## src/rtl/i4003_loader_pkg.sv

```systemverilog
// i4003_loader_pkg: shared state type and cycle-math helpers for the i4003 serial loader
package i4003_loader_pkg;

    typedef enum logic [1:0] {IDLE, LOW, HIGH, TAIL} state_t;

    function automatic int clog2(input int n);
        int r;
        r = 0;
        while ((1 << r) < n) r++;
        return r;
    endfunction

    // nanoseconds to whole sysclk cycles, rounded up and never below one cycle
    function automatic int nstocy(input int ns, input int tcy);
        int c;
        c = (ns + tcy - 1) / tcy;
        return (c < 1) ? 1 : c;
    endfunction

endpackage

```

## src/rtl/i4003_loader_if.sv

```systemverilog
// i4003_loader_if: parallel load handshake between the CPU-side port logic and the loader
interface i4003_loader_if #(parameter int W = 10) ();
    logic [W-1:0] load_data;
    logic         load_valid;
    logic         load_ready;

    modport master (output load_data, load_valid, input load_ready);
    modport slave  (input load_data, load_valid, output load_ready);
endinterface

```

## src/rtl/i4003_phase_timer.sv

```systemverilog
// i4003_phase_timer: loadable down-counter timing the cp low, cp high and tail phases
module i4003_phase_timer #(
    parameter int PW = 5
) (
    input  logic          sysclk,
    input  logic          reset,
    input  logic          load,
    input  logic [PW-1:0] value,
    output logic          tc
);
    logic [PW-1:0] cnt;

    always_ff @(posedge sysclk or posedge reset)
        if (reset)             cnt <= '0;
        else if (load)         cnt <= value;
        else if (cnt != '0)    cnt <= cnt - 1'b1;

    assign tc = (cnt == '0);
endmodule

```

## src/rtl/i4003_loader.sv

```systemverilog
// i4003_loader: shifts a parallel word MSB first into a chain of i4003s, then raises enable
module i4003_loader
    import i4003_loader_pkg::*;
#(
    parameter int SYSCLK_TCY = 20,
    parameter int CHAIN_LEN  = 1,
    parameter int CP_HIGH_NS = 400,
    parameter int CP_LOW_NS  = 400,
    parameter int BLANK      = 1
) (
    input  logic                 sysclk,
    input  logic                 reset,
    i4003_loader_if.slave        bus,
    output logic                 cp,
    output logic                 serial_in,
    output logic                 enable_out,
    output logic                 busy,
    output logic                 done
);
    localparam int W   = 10 * CHAIN_LEN;
    localparam int L   = nstocy(CP_LOW_NS, SYSCLK_TCY);
    localparam int H   = nstocy(CP_HIGH_NS, SYSCLK_TCY);
    localparam int PWR = clog2((L > H) ? L : H);
    localparam int PW  = (PWR < 1) ? 1 : PWR;
    localparam int BW  = clog2(W + 1);
    localparam logic [BW-1:0] LAST = BW'(W - 1);

    state_t        state;
    logic [W-1:0]  hold;
    logic [BW-1:0] bitcnt;
    logic          tc;
    logic          tload;
    logic [PW-1:0] tval;

    assign bus.load_ready = (state == IDLE);
    assign busy           = (state != IDLE);
    // the timer reloads on every phase change; only HIGH lasts H cycles, LOW and TAIL last L
    assign tload = (state == IDLE) ? bus.load_valid : tc;
    assign tval  = (state == LOW) ? PW'(H - 1) : PW'(L - 1);

    i4003_phase_timer #(.PW(PW)) u_timer (
        .sysclk (sysclk),
        .reset  (reset),
        .load   (tload),
        .value  (tval),
        .tc     (tc)
    );

    always_ff @(posedge sysclk or posedge reset)
        if (reset) begin
            state      <= IDLE;
            hold       <= '0;
            bitcnt     <= '0;
            cp         <= 1'b0;
            serial_in  <= 1'b0;
            enable_out <= 1'b0;
            done       <= 1'b0;
        end else begin
            done <= 1'b0;
            case (state)
                IDLE: if (bus.load_valid) begin
                    hold      <= bus.load_data;
                    serial_in <= bus.load_data[W-1];
                    bitcnt    <= '0;
                    state     <= LOW;
                    if (BLANK != 0) enable_out <= 1'b0;
                end
                LOW: if (tc) begin
                    cp    <= 1'b1;
                    state <= HIGH;
                end
                HIGH: if (tc) begin
                    cp     <= 1'b0;
                    bitcnt <= bitcnt + 1'b1;
                    if (bitcnt == LAST) state <= TAIL;
                    else begin
                        // next bit goes out on the same edge cp falls
                        hold      <= hold << 1;
                        serial_in <= hold[W-2];
                        state     <= LOW;
                    end
                end
                TAIL: if (tc) begin
                    enable_out <= 1'b1;
                    done       <= 1'b1;
                    state      <= IDLE;
                end
            endcase
        end
endmodule

```

## src/flat_wrapper.sv

```systemverilog
// flat-port wrapper written by rule: the top's interface ports become plain ports
module i4003_loader_flat import i4003_loader_pkg::*;
#(
    parameter int SYSCLK_TCY = 20,
    parameter int CHAIN_LEN  = 1,
    parameter int CP_HIGH_NS = 400,
    parameter int CP_LOW_NS  = 400,
    parameter int BLANK      = 1
)
  (sysclk, reset, cp, serial_in, enable_out, busy, done, bus_load_data, bus_load_valid, bus_load_ready);
  i4003_loader_if #(.W(10)) bus_i ();
  input  logic sysclk;
  input  logic reset;
  output logic cp;
  output logic serial_in;
  output logic enable_out;
  output logic busy;
  output logic done;
  input wire logic [$bits(bus_i.load_data)-1:0] bus_load_data;
  input wire logic [$bits(bus_i.load_valid)-1:0] bus_load_valid;
  output wire logic [$bits(bus_i.load_ready)-1:0] bus_load_ready;
  assign bus_i.load_data = bus_load_data;
  assign bus_i.load_valid = bus_load_valid;
  assign bus_load_ready = bus_i.load_ready;
  i4003_loader #(.SYSCLK_TCY(SYSCLK_TCY), .CHAIN_LEN(CHAIN_LEN), .CP_HIGH_NS(CP_HIGH_NS), .CP_LOW_NS(CP_LOW_NS), .BLANK(BLANK)) u_core (.sysclk(sysclk), .reset(reset), .bus(bus_i), .cp(cp), .serial_in(serial_in), .enable_out(enable_out), .busy(busy), .done(done));
endmodule
```

## config.mk

```make
export PLATFORM = sky130hd
export DESIGN_NAME = i4003_loader_flat
export DESIGN_NICKNAME = d
export VERILOG_FILES = /design/src/rtl/i4003_loader_pkg.sv /design/src/rtl/i4003_loader_if.sv /design/src/rtl/i4003_phase_timer.sv /design/src/rtl/i4003_loader.sv /design/src/flat_wrapper.sv
export SDC_FILE = /design/constraint.sdc
export NUM_CORES = 1
export LEC_CHECK = 0
export BUFFER_PORTS_ARGS = -buffer_cell sky130_fd_sc_hd__buf_2
export CELL_PAD_IN_SITES_DETAIL_PLACEMENT = 2
export CELL_PAD_IN_SITES_GLOBAL_PLACEMENT = 2
export CORE_MARGIN = 2
export CORE_UTILIZATION = 39
export CTS_CLUSTER_SIZE = 8
export DETAILED_ROUTE_END_ITERATION = 10
export PLACE_DENSITY = 0.94
export SYNTH_ARGS = -nofsm -noshare
export SYNTH_HDL_FRONTEND = slang
export SYNTH_HIERARCHICAL = 1
export SYNTH_SLANG_ARGS = --single-unit
```

## constraint.sdc

```tcl
create_clock -name sysclk -period 6 [get_ports sysclk]
set_input_delay 0.3 -clock sysclk [delete_from_list [all_inputs] [get_ports sysclk]]
set_output_delay 0.3 -clock sysclk [all_outputs]
set_load 0.05 [all_outputs]
```

# ---- Word-level counts from Yosys, hierarchy flattened
# Index checks and enable logic that the tools add are counted.
dict set report word_totals {
  reg_bits 24
  in_bits 13
  out_inout_bits 6
  elab_cells 59
}
dict set report op_classes {
  n_addsub 2
  eq_ne 9
  mux 27
  reduce_logical 13
}
# operator n
set op_table {}
lappend op_table {{2-to-1 mux 9 bit} 3}
lappend op_table {{one-hot mux 9 bit (2 select lines)} 1}
lappend op_table {{2-to-1 mux 2 bit} 5}
lappend op_table {{2-to-1 mux 5 bit} 2}
lappend op_table {{nonzero test 2 bit} 5}
lappend op_table {{2-to-1 mux 1 bit} 9}
lappend op_table {{AND reduction 3 bit} 3}
lappend op_table {{2-to-1 mux 4 bit} 2}
lappend op_table {{one-hot mux 2 bit (4 select lines)} 1}
lappend op_table {{one-hot mux 4 bit (2 select lines)} 1}
lappend op_table {{AND reduction 4 bit} 2}
lappend op_table {{!= test 2 x 1 -> 1 bit, second input constant} 3}
lappend op_table {{one-hot mux 1 bit (2 select lines)} 3}
lappend op_table {{zero test 5 bit} 1}
lappend op_table {{nonzero test 5 bit} 1}
lappend op_table {{subtractor 5 x 1 -> 5 bit, second input constant} 1}
lappend op_table {{adder 4 x 1 -> 4 bit, second input constant} 1}
lappend op_table {{equality test 2 bit, second input constant} 2}
lappend op_table {{equality test 4 bit, second input constant} 1}
lappend op_table {{!= test 2 bit, second input constant} 2}
lappend op_table {{equality test 2 x 1 -> 1 bit, second input constant} 1}
lappend op_table {{zero test 2 bit} 1}

# ---- Longest topological paths before layout
# Gate-level depths: netlist of the first run.
dict set report logic_depth {
  depth_word 4
  ltp_mapped 8
  depth_no_buf 7
}

# ---- By module
# Netlist of the first run, hierarchy kept.
# module n_inst cells_each area_per_inst_um2 seq_area_each_um2
set modules_own_cells {}
lappend modules_own_cells {i4003_loader 1 86 987.2 475.5}
lappend modules_own_cells {i4003_phase_timer 1 28 282.8 125.1}

# ---- Least setup slack after synthesis of the first run
# Ideal clock, no wire load.
dict set report synth_path {
  path_kind {register -> register}
  startpoint {reg u_core.u_timer.cnt[0]}
  endpoint {reg u_core.hold[1]}
  t_arrival_ns 2.123
  slack_ns 3.753
  path_stages_with_launch 7
  n_path_buf 0
  synth_period_minus_slack_ns 2.247
  cell_sequence {dfrtp_1 > inv_1 > ha_1 > nor4b_4 > nand2_2 > a221oi_4 > mux2_2}
}
dict set report synth_via {
  elab_chain_len 3
}
# element line
set synth_rtl {}
lappend synth_rtl {{start: declaration} i4003_phase_timer.sv:11} ;# logic [PW-1:0] cnt;
lappend synth_rtl {{start signal: assignment} i4003_phase_timer.sv:15} ;# else if (load) cnt <= value;
lappend synth_rtl {{start signal: assignment} i4003_phase_timer.sv:16} ;# else if (cnt != '0) cnt <= cnt - 1'b1;
lappend synth_rtl {{zero test 5 bit} i4003_phase_timer.sv:18} ;# assign tc = (cnt == '0);
lappend synth_rtl {{named net u_core.tc} i4003_loader.sv:31} ;# logic tc;
lappend synth_rtl {{!= test 2 x 1 -> 1 bit (no line)} -}
lappend synth_rtl {{AND reduction 4 bit (no line)} -}
lappend synth_rtl {{end signal: assignment} i4003_loader.sv:62} ;# hold <= bus.load_data;
lappend synth_rtl {{end signal: assignment} i4003_loader.sv:78} ;# hold <= hold << 1;
lappend synth_rtl {{end: declaration} i4003_loader.sv:29} ;# logic [W-1:0] hold;
# The timed path passes the listed nets, and every way through them passes these cells.
# A chain may end at the register's enable or synchronous reset.

# ---- Final worst setup path of the first run
dict set report layout_path {
  startpoint {reg u_core.u_timer.cnt[0]}
  endpoint {reg u_core.hold[2]}
}
# The elaborated chain is that of the path after synthesis.

==> results of run 1 <==
-- final cells by class --
type                       instances  area share (%)
multi-input combinational         80            43.2
tap                               44            3.79
clock buffer                       4            2.50
sequential                        24            41.3
timing repair buffer              19            6.88
inverter                           9            2.32
-- where the power goes --
group          switching, uW  leakage, uW  internal, uW
Combinational            198     0.000359           152
Clock                   49.9    0.0000210          37.1
Sequential              77.5     0.000297           236
-- worst max-delay path, stage by stage (launching register included) --
cell      delay [ns]
dfrtp_1         0.42
inv_1           0.11
ha_1            0.23
nor4b_4         0.58
nand2_2         0.23
a221oi_4        0.60
mux2_2          0.41
-- metrics by stage --
stage	util, %	power, uW	worst slack (ns)	instances	hold WS, ns
final	47.2	750	3.31	180	0.233
after global routing	47.2	802	3.13	180	0.237
after CTS	47.2	758	3.31	180	0.224
after detailed placement	45.7	666	3.36	175	0.219
after global placement	45.7	628	3.54	175	0.211
after floorplan	-	574	3.75	117	0.0785
-- state kept, by name, indices dropped and copies added (netlist names) --
name / count
u_core/bitcnt: 4
u_core/cp: 1
u_core/done: 1
u_core/enable_out: 1
u_core/hold: 9
u_core/serial_in: 1
u_core/state: 2
u_core/u_timer/cnt: 5
-- routing by layer --
metal | vias up | wire [um] | global-route usage [%]
li1 | 430 | - | -
met1 | 460 | 1230 | 21.8
met2 | 17 | 1640 | 32.2
met3 | 11 | 78 | 2.10
met4 | 0 | 92 | 9.63
met5 | - | 0 | 0
-- final timing paths --
path | endpoint
max in group asynchronous | u_core/hold[1]$_DFFE_PP0P_
max | u_core/hold[2]$_DFFE_PP0P_
min in group asynchronous | u_core/u_timer/cnt[3]$_DFFE_PP0P_
min | u_core/hold[0]$_DFFE_PP0P_
max reg2reg | u_core/hold[2]$_DFFE_PP0P_
min reg2reg | u_core/enable_out$_DFFE_PP0P_
-- kinds of logic (layout without fill, tap and decap cells) --
logic type	after synthesis	in the layout	share of synthesized area (%)
compound gates	20	20	11.4
buf+inv	13	32	4.14
simple gates	28	28	13.0
xor+xnor	3	3	2.07
mux	21	21	18.5
other cells	2	5	0.591
fa+ha+maj	3	3	2.96
flops	24	24	47.3
-- synthesized netlist by cell type, types with 2 or more instances --
master,count
inv_1,9
conb_1,2
clkbuf_1,3
a21oi_1,3
xnor2_1,3
o31ai_1,3
dfrtp_1,24
nand2_1,10
mux2_2,20
nor2_1,7
ha_1,3
a21o_1,2
nand2b_1,3
o21ai_0,6
==> metrics.md, run 1 <==
| Metric | Value |
|---|---|
| Critical Path Start Type | `flop` |
| Sequential area share after synthesis | `47.3%` |
| Critical path peak fanout | `12` |
| Gr usage total | `18.3%` |
| Commonest non-fill, non-tap cell in the layout | `dfrtp_1` |
| Mapped Cells | `114` |
| Post-synth top area cell | `dfrtp_1` |
| Slew Limit Headroom | `49.7%` |
| Worst clock skew | `0.00259 ns` |
| Initial antenna violation count | `0` |
| Actual slew at the worst max-slew pin | `0.754 ns` |
| Fin crit share | `44.9%` |
| FFs w/ async S/R, synth | `100%` |
| RSZ-0062 raised after global routing | `no` |
| Sequential Area | `601 sq um` |
| RR Startpoint | `u_core/u_timer/cnt[0]$_DFFE_PP0P_` |
| Share of layout cells above drive strength 1 | `35.3%` |
| Area Overhead vs Synth | `14.5%` |
| Clock latency on the worst-skew pair | `0.32 ns` |
| Dpl hpwl | `2380 um` |
| Nets | `153` |
| Routed Antenna Nets | `0` |
| Post-synthesis average cell area | `11.1 sq um` |
| Setup crit start | `u_core/u_timer/cnt[0]$_DFFE_PP0P_` |
| Largest net degree at the start of global routing | `20` |
| CTS Root Cell | `clkbuf_4` |
| Placement Cell Area | `1410 sq um` |
| ANT cells | `0` |
| VDD IR max | `0.000215 V` |
| Cell variety after synth | `30` |
| # DRC | `0` |
| DIE HEIGHT | `61.1 um` |
| Post-synth EDFFs | `0` |
| Num rows | `20` |
| Fin. Hold Viols | `0` |
| Clock Tree Buf Depth | `2` |
| CTS sink cnt | `24` |
| Worst Min Path Start | `bus_load_data[0]` |
| Final GP Congestion | `0.719` |
| Most used DFF post-synth | `dfrtp_1` |
| Post-synthesis cell area | `1270 sq um` |
| FF-to-FF path depth | `6` |
| CTS tree | `built` |
| I/O Buffers | `18` |
| Vias in the first global route | `1,020` |
| Status | `finished clean` |
| # resized after CTS | `0` |
| WP data required | `6.22 ns` |
| Post-route minimum period | `2.69 ns` |
| Hold crit path type | `in -> reg` |
| Postcts setup bufs | `0` |
| Hold Buf Count CTS | `1` |
| Final Setup Violations | `0` |
| Wirelength per Cell | `16.9 um` |
| Synth warn | `6` |
| Reg-to-reg setup timing slack | `3.31 ns` |
| Multi-input gate area | `628 sq um` |
| Final WL | `3050 um` |
| Post-Route Setup TNS | `0 ns` |
| Via Count | `918` |
| Fillers | `324` |
| Top cell type's share of synthesized area | `47.3%` |
| Die area | `3730 sq um` |
| Effective utilization at floorplan | `41.3%` |
| 1st-iter DRT viols | `10` |
| Pwr dens | `516 nW/um^2` |
| Fmax | `371 MHz` |
| Gr ovfl total | `0` |
| CP Data Arrival Time | `2.91 ns` |
| Yosys reg bits | `24` |
| Synth top area cells | `dfrtp_1 (47%), mux2_2 (18%), ha_1 (3.0%)` |
| Drt via density | `5.10` |
| Num CTS Buffers | `3` |
| P_leak | `0.000677 uW` |
| H-tree Lvls | `1` |
| Fin. max-slew vios | `0` |
| TritonRoute pass-1 iters | `4` |
| Ports | `19` |
| Max Cap Viol | `0` |
| Hold path depth | `3` |
| CTS clock-pin slew for the worst setup and hold paths | `0.13 ns` |
| CP endpoint kind | `flop` |
| Setup Crit Path Kind | `reg -> reg` |
| Commonest cells after routing, fill and taps aside | `dfrtp_1 (24), mux2_2 (20), buf_2 (18)` |
| Die W | `61.1 um` |
| Final Instance Area | `1450 sq um` |
| First-pass GRT wire length | `4810 um` |
| Core region area | `3080 sq um` |
No activity file was read; power rests on OpenSTA's default activity.
==> run 2: changes to the inputs <==
--- a/config.mk
+++ b/config.mk
@@ -9,10 +9,10 @@
 export CELL_PAD_IN_SITES_DETAIL_PLACEMENT = 2
 export CELL_PAD_IN_SITES_GLOBAL_PLACEMENT = 2
 export CORE_MARGIN = 2
-export CORE_UTILIZATION = 39
+export CORE_UTILIZATION = 32
 export CTS_CLUSTER_SIZE = 8
 export DETAILED_ROUTE_END_ITERATION = 10
-export PLACE_DENSITY = 0.94
+export PLACE_DENSITY = 0.84
 export SYNTH_ARGS = -nofsm -noshare
 export SYNTH_HDL_FRONTEND = slang
 export SYNTH_HIERARCHICAL = 1
==> constraint.sdc (replaced) <==
create_clock -name sysclk -period 2.2 [get_ports sysclk]
set_input_delay 0.11 -clock sysclk [delete_from_list [all_inputs] [get_ports sysclk]]
set_output_delay 0.11 -clock sysclk [all_outputs]
set_load 0.05 [all_outputs]
==> run 2 against run 1 <==
Global-route usage is 0.54 points lower. First-iteration DRC count increased by 30%. Worst hold slack lost 0.14 ns. Largest cell class unchanged. Non-clock buffer count is 9 higher. Count of clock-buffer cells in the layout unchanged. Worst setup slack worse by 3.3 ns. Combinational power grew to 3.1 times the previous value. Final cell count grew 7.2%. Critical path type unchanged. Flip-flop and latch count stayed put. Sequential power rose to 2.8 times the previous value. Die area up 20%. Core utilization is 5.3 points lower.
==> metrics.md, run 2 (synthesis results as in run 1) <==
| Metric | Value |
|---|---|
| DP Cell Count | `183` |
| Actual slew at the worst max-slew pin | `0.739 ns` |
| Fin. max-slew vios | `0` |
| Post-route minimum period | `2.16 ns` |
| CP endpoint kind | `flop` |
| Largest regs | `u_core/hold: 9 flops, u_core/u_timer/cnt: 5 flops, u_core/bitcnt: 4 flops` |
| Sequential Area | `601 sq um` |
| Pwr dens | `1440 nW/um^2` |
| First-pass GRT wire length | `5650 um` |
| Num rows | `22` |
| Fin crit share | `98.0%` |
| Fmax | `464 MHz` |
| Slew Limit Headroom | `50.7%` |
| Status | `finished clean` |
| Hold crit path type | `in -> reg` |
| Nets | `162` |
| Vias in the first global route | `1,115` |
| Dpl hpwl | `2450 um` |
| Drt via density | `4.99` |
| Final WL | `3680 um` |
| Die W | `67.0 um` |
| Die area | `4490 sq um` |
| H-tree Lvls | `1` |
| Multi-input gate area | `647 sq um` |
| Via Count | `964` |
| Wirelength per Cell | `19.1 um` |
| Core region area | `3740 sq um` |
| 1st-iter DRT viols | `13` |
| I/O Buffers | `18` |
| Commonest cells after routing, fill and taps aside | `dfrtp_1 (24), mux2_2 (20), buf_2 (18)` |
| Effective utilization at floorplan | `33.9%` |
| Final Setup Violations | `0` |
| WP data required | `2.39 ns` |
| DIE HEIGHT | `67.0 um` |
| ANT cells | `0` |
| Num CTS Buffers | `3` |
| Routed Antenna Nets | `0` |
| Clock latency on the worst-skew pair | `0.27 ns` |
| Share of layout cells above drive strength 1 | `42.1%` |
| Max Cap Viol | `0` |
| CTS Root Cell | `clkbuf_8` |
| Ports | `19` |
| Gr usage total | `17.8%` |
| Critical path peak fanout | `3` |
| Initial antenna violation count | `0` |
| CTS tree | `built` |
| CTS sink cnt | `24` |
| Commonest non-fill, non-tap cell in the layout | `dfrtp_1` |
| Area Overhead vs Synth | `23.7%` |
| Reg-to-reg setup timing slack | `0.04 ns` |
| WHS | `0.0960 ns` |
| Placement Cell Area | `1450 sq um` |
| Critical Path Start Type | `flop` |
| Final core utilization | `42.0%` |
| # DRC | `0` |
| Largest net degree at the start of global routing | `20` |
| VDD IR max | `0.000538 V` |
| CTS clock-pin slew for the worst setup and hold paths | `0.09 ns` |
| P_leak | `0.000729 uW` |
| Max reg flops | `9` |
| TritonRoute pass-1 iters | `2` |
| CP Data Arrival Time | `2.35 ns` |
| Fillers | `414` |
| Fin. Hold Viols | `0` |
| Clock Tree Buf Depth | `2` |
| Setup Crit Path Kind | `reg -> reg` |
| Gr ovfl total | `0` |
| Non-Filler Instances | `193` |
| Final Instance Area | `1570 sq um` |
| Top reg by flops | `u_core/hold` |
| Final GP Congestion | `0.781` |
| Worst clock skew | `0.00390 ns` |
## run 2: cell count changes in the layout (fill, tap and decap cells not counted), moves of 2 or more
cell	delta
buf_4	+7
clkbuf_8	+3
clkbuf_4	-3
buf_6	+2
## run 2: final timing paths
path                                                   startpoint                                end  depth (start not counted)
max in group asynchronous                                   reset              u_core/cp$_DFFE_PP0P_                          3
min in group asynchronous                                   reset  u_core/u_timer/cnt[4]$_DFFE_PP0P_                          3
worst max-delay path            u_core/u_timer/cnt[1]$_DFFE_PP0P_       u_core/bitcnt[3]$_DFFE_PP0P_                          7
worst min register to register      u_core/enable_out$_DFFE_PP0P_      u_core/enable_out$_DFFE_PP0P_                          1
worst min-delay path                             bus_load_data[0]         u_core/hold[0]$_DFFE_PP0P_                          3
worst max register to register  u_core/u_timer/cnt[1]$_DFFE_PP0P_       u_core/bitcnt[3]$_DFFE_PP0P_                          7
## run 2: worst max-delay path, cell delays in order (launching register included)
cell and delay, ns:
dfrtp_1 0.41, inv_1 0.14, ha_4 0.17, nor4b_4 0.26
nand2_2 0.13, buf_4 0.17, or4_1 0.58, a21boi_2 0.21
## run 2: per-stage QoR
step | TNS, ns | total power (uW) | setup WS [ns]
3_3_place_gp | 0 | 1750 | 0.232
2_1_floorplan | -0.348 | 1570 | -0.0387
3_5_place_dp | 0 | 1860 | 0.0337
6_report | 0 | 2260 | 0.0433
4_1_cts | 0 | 2190 | 0.0691
5_1_grt | -0.0363 | 2420 | -0.0363
## run 2: final cells by class
cell class              instances  area share, %
repair buffers                 28           11.1
multi-input cells              80           41.2
well taps                      48           3.82
clock buffers                   4           3.50
inverters                       9           2.15
flip-flops and latches         24           38.2
## run 2: layer usage
layer	vias up	part of all wire [%]	GRT usage (%)	wire, um
li1	444	-	-	-
met1	493	38	19.0	1380
met2	21	57	35.1	2100
met3	6	3.0	2.03	111
met4	0	2.4	6.38	89
met5	-	0	0	0
## run 2: power breakdown
group | total [uW] | switching [uW] | internal [uW]
Combinational | 1090 | 590 | 498
Clock | 311 | 151 | 160
Sequential | 866 | 221 | 644
Total | 2260 | 962 | 1300
## run 2: repair_timing
item / CTS / global route
hold endpoints to repair: 5 / 0
hold buffers: 1 / 0
endpoints found under the setup margin: 2 / 10
gates resized for setup: 0 / 8
setup buffers: 2 / 2
gates cloned: 0 / 1
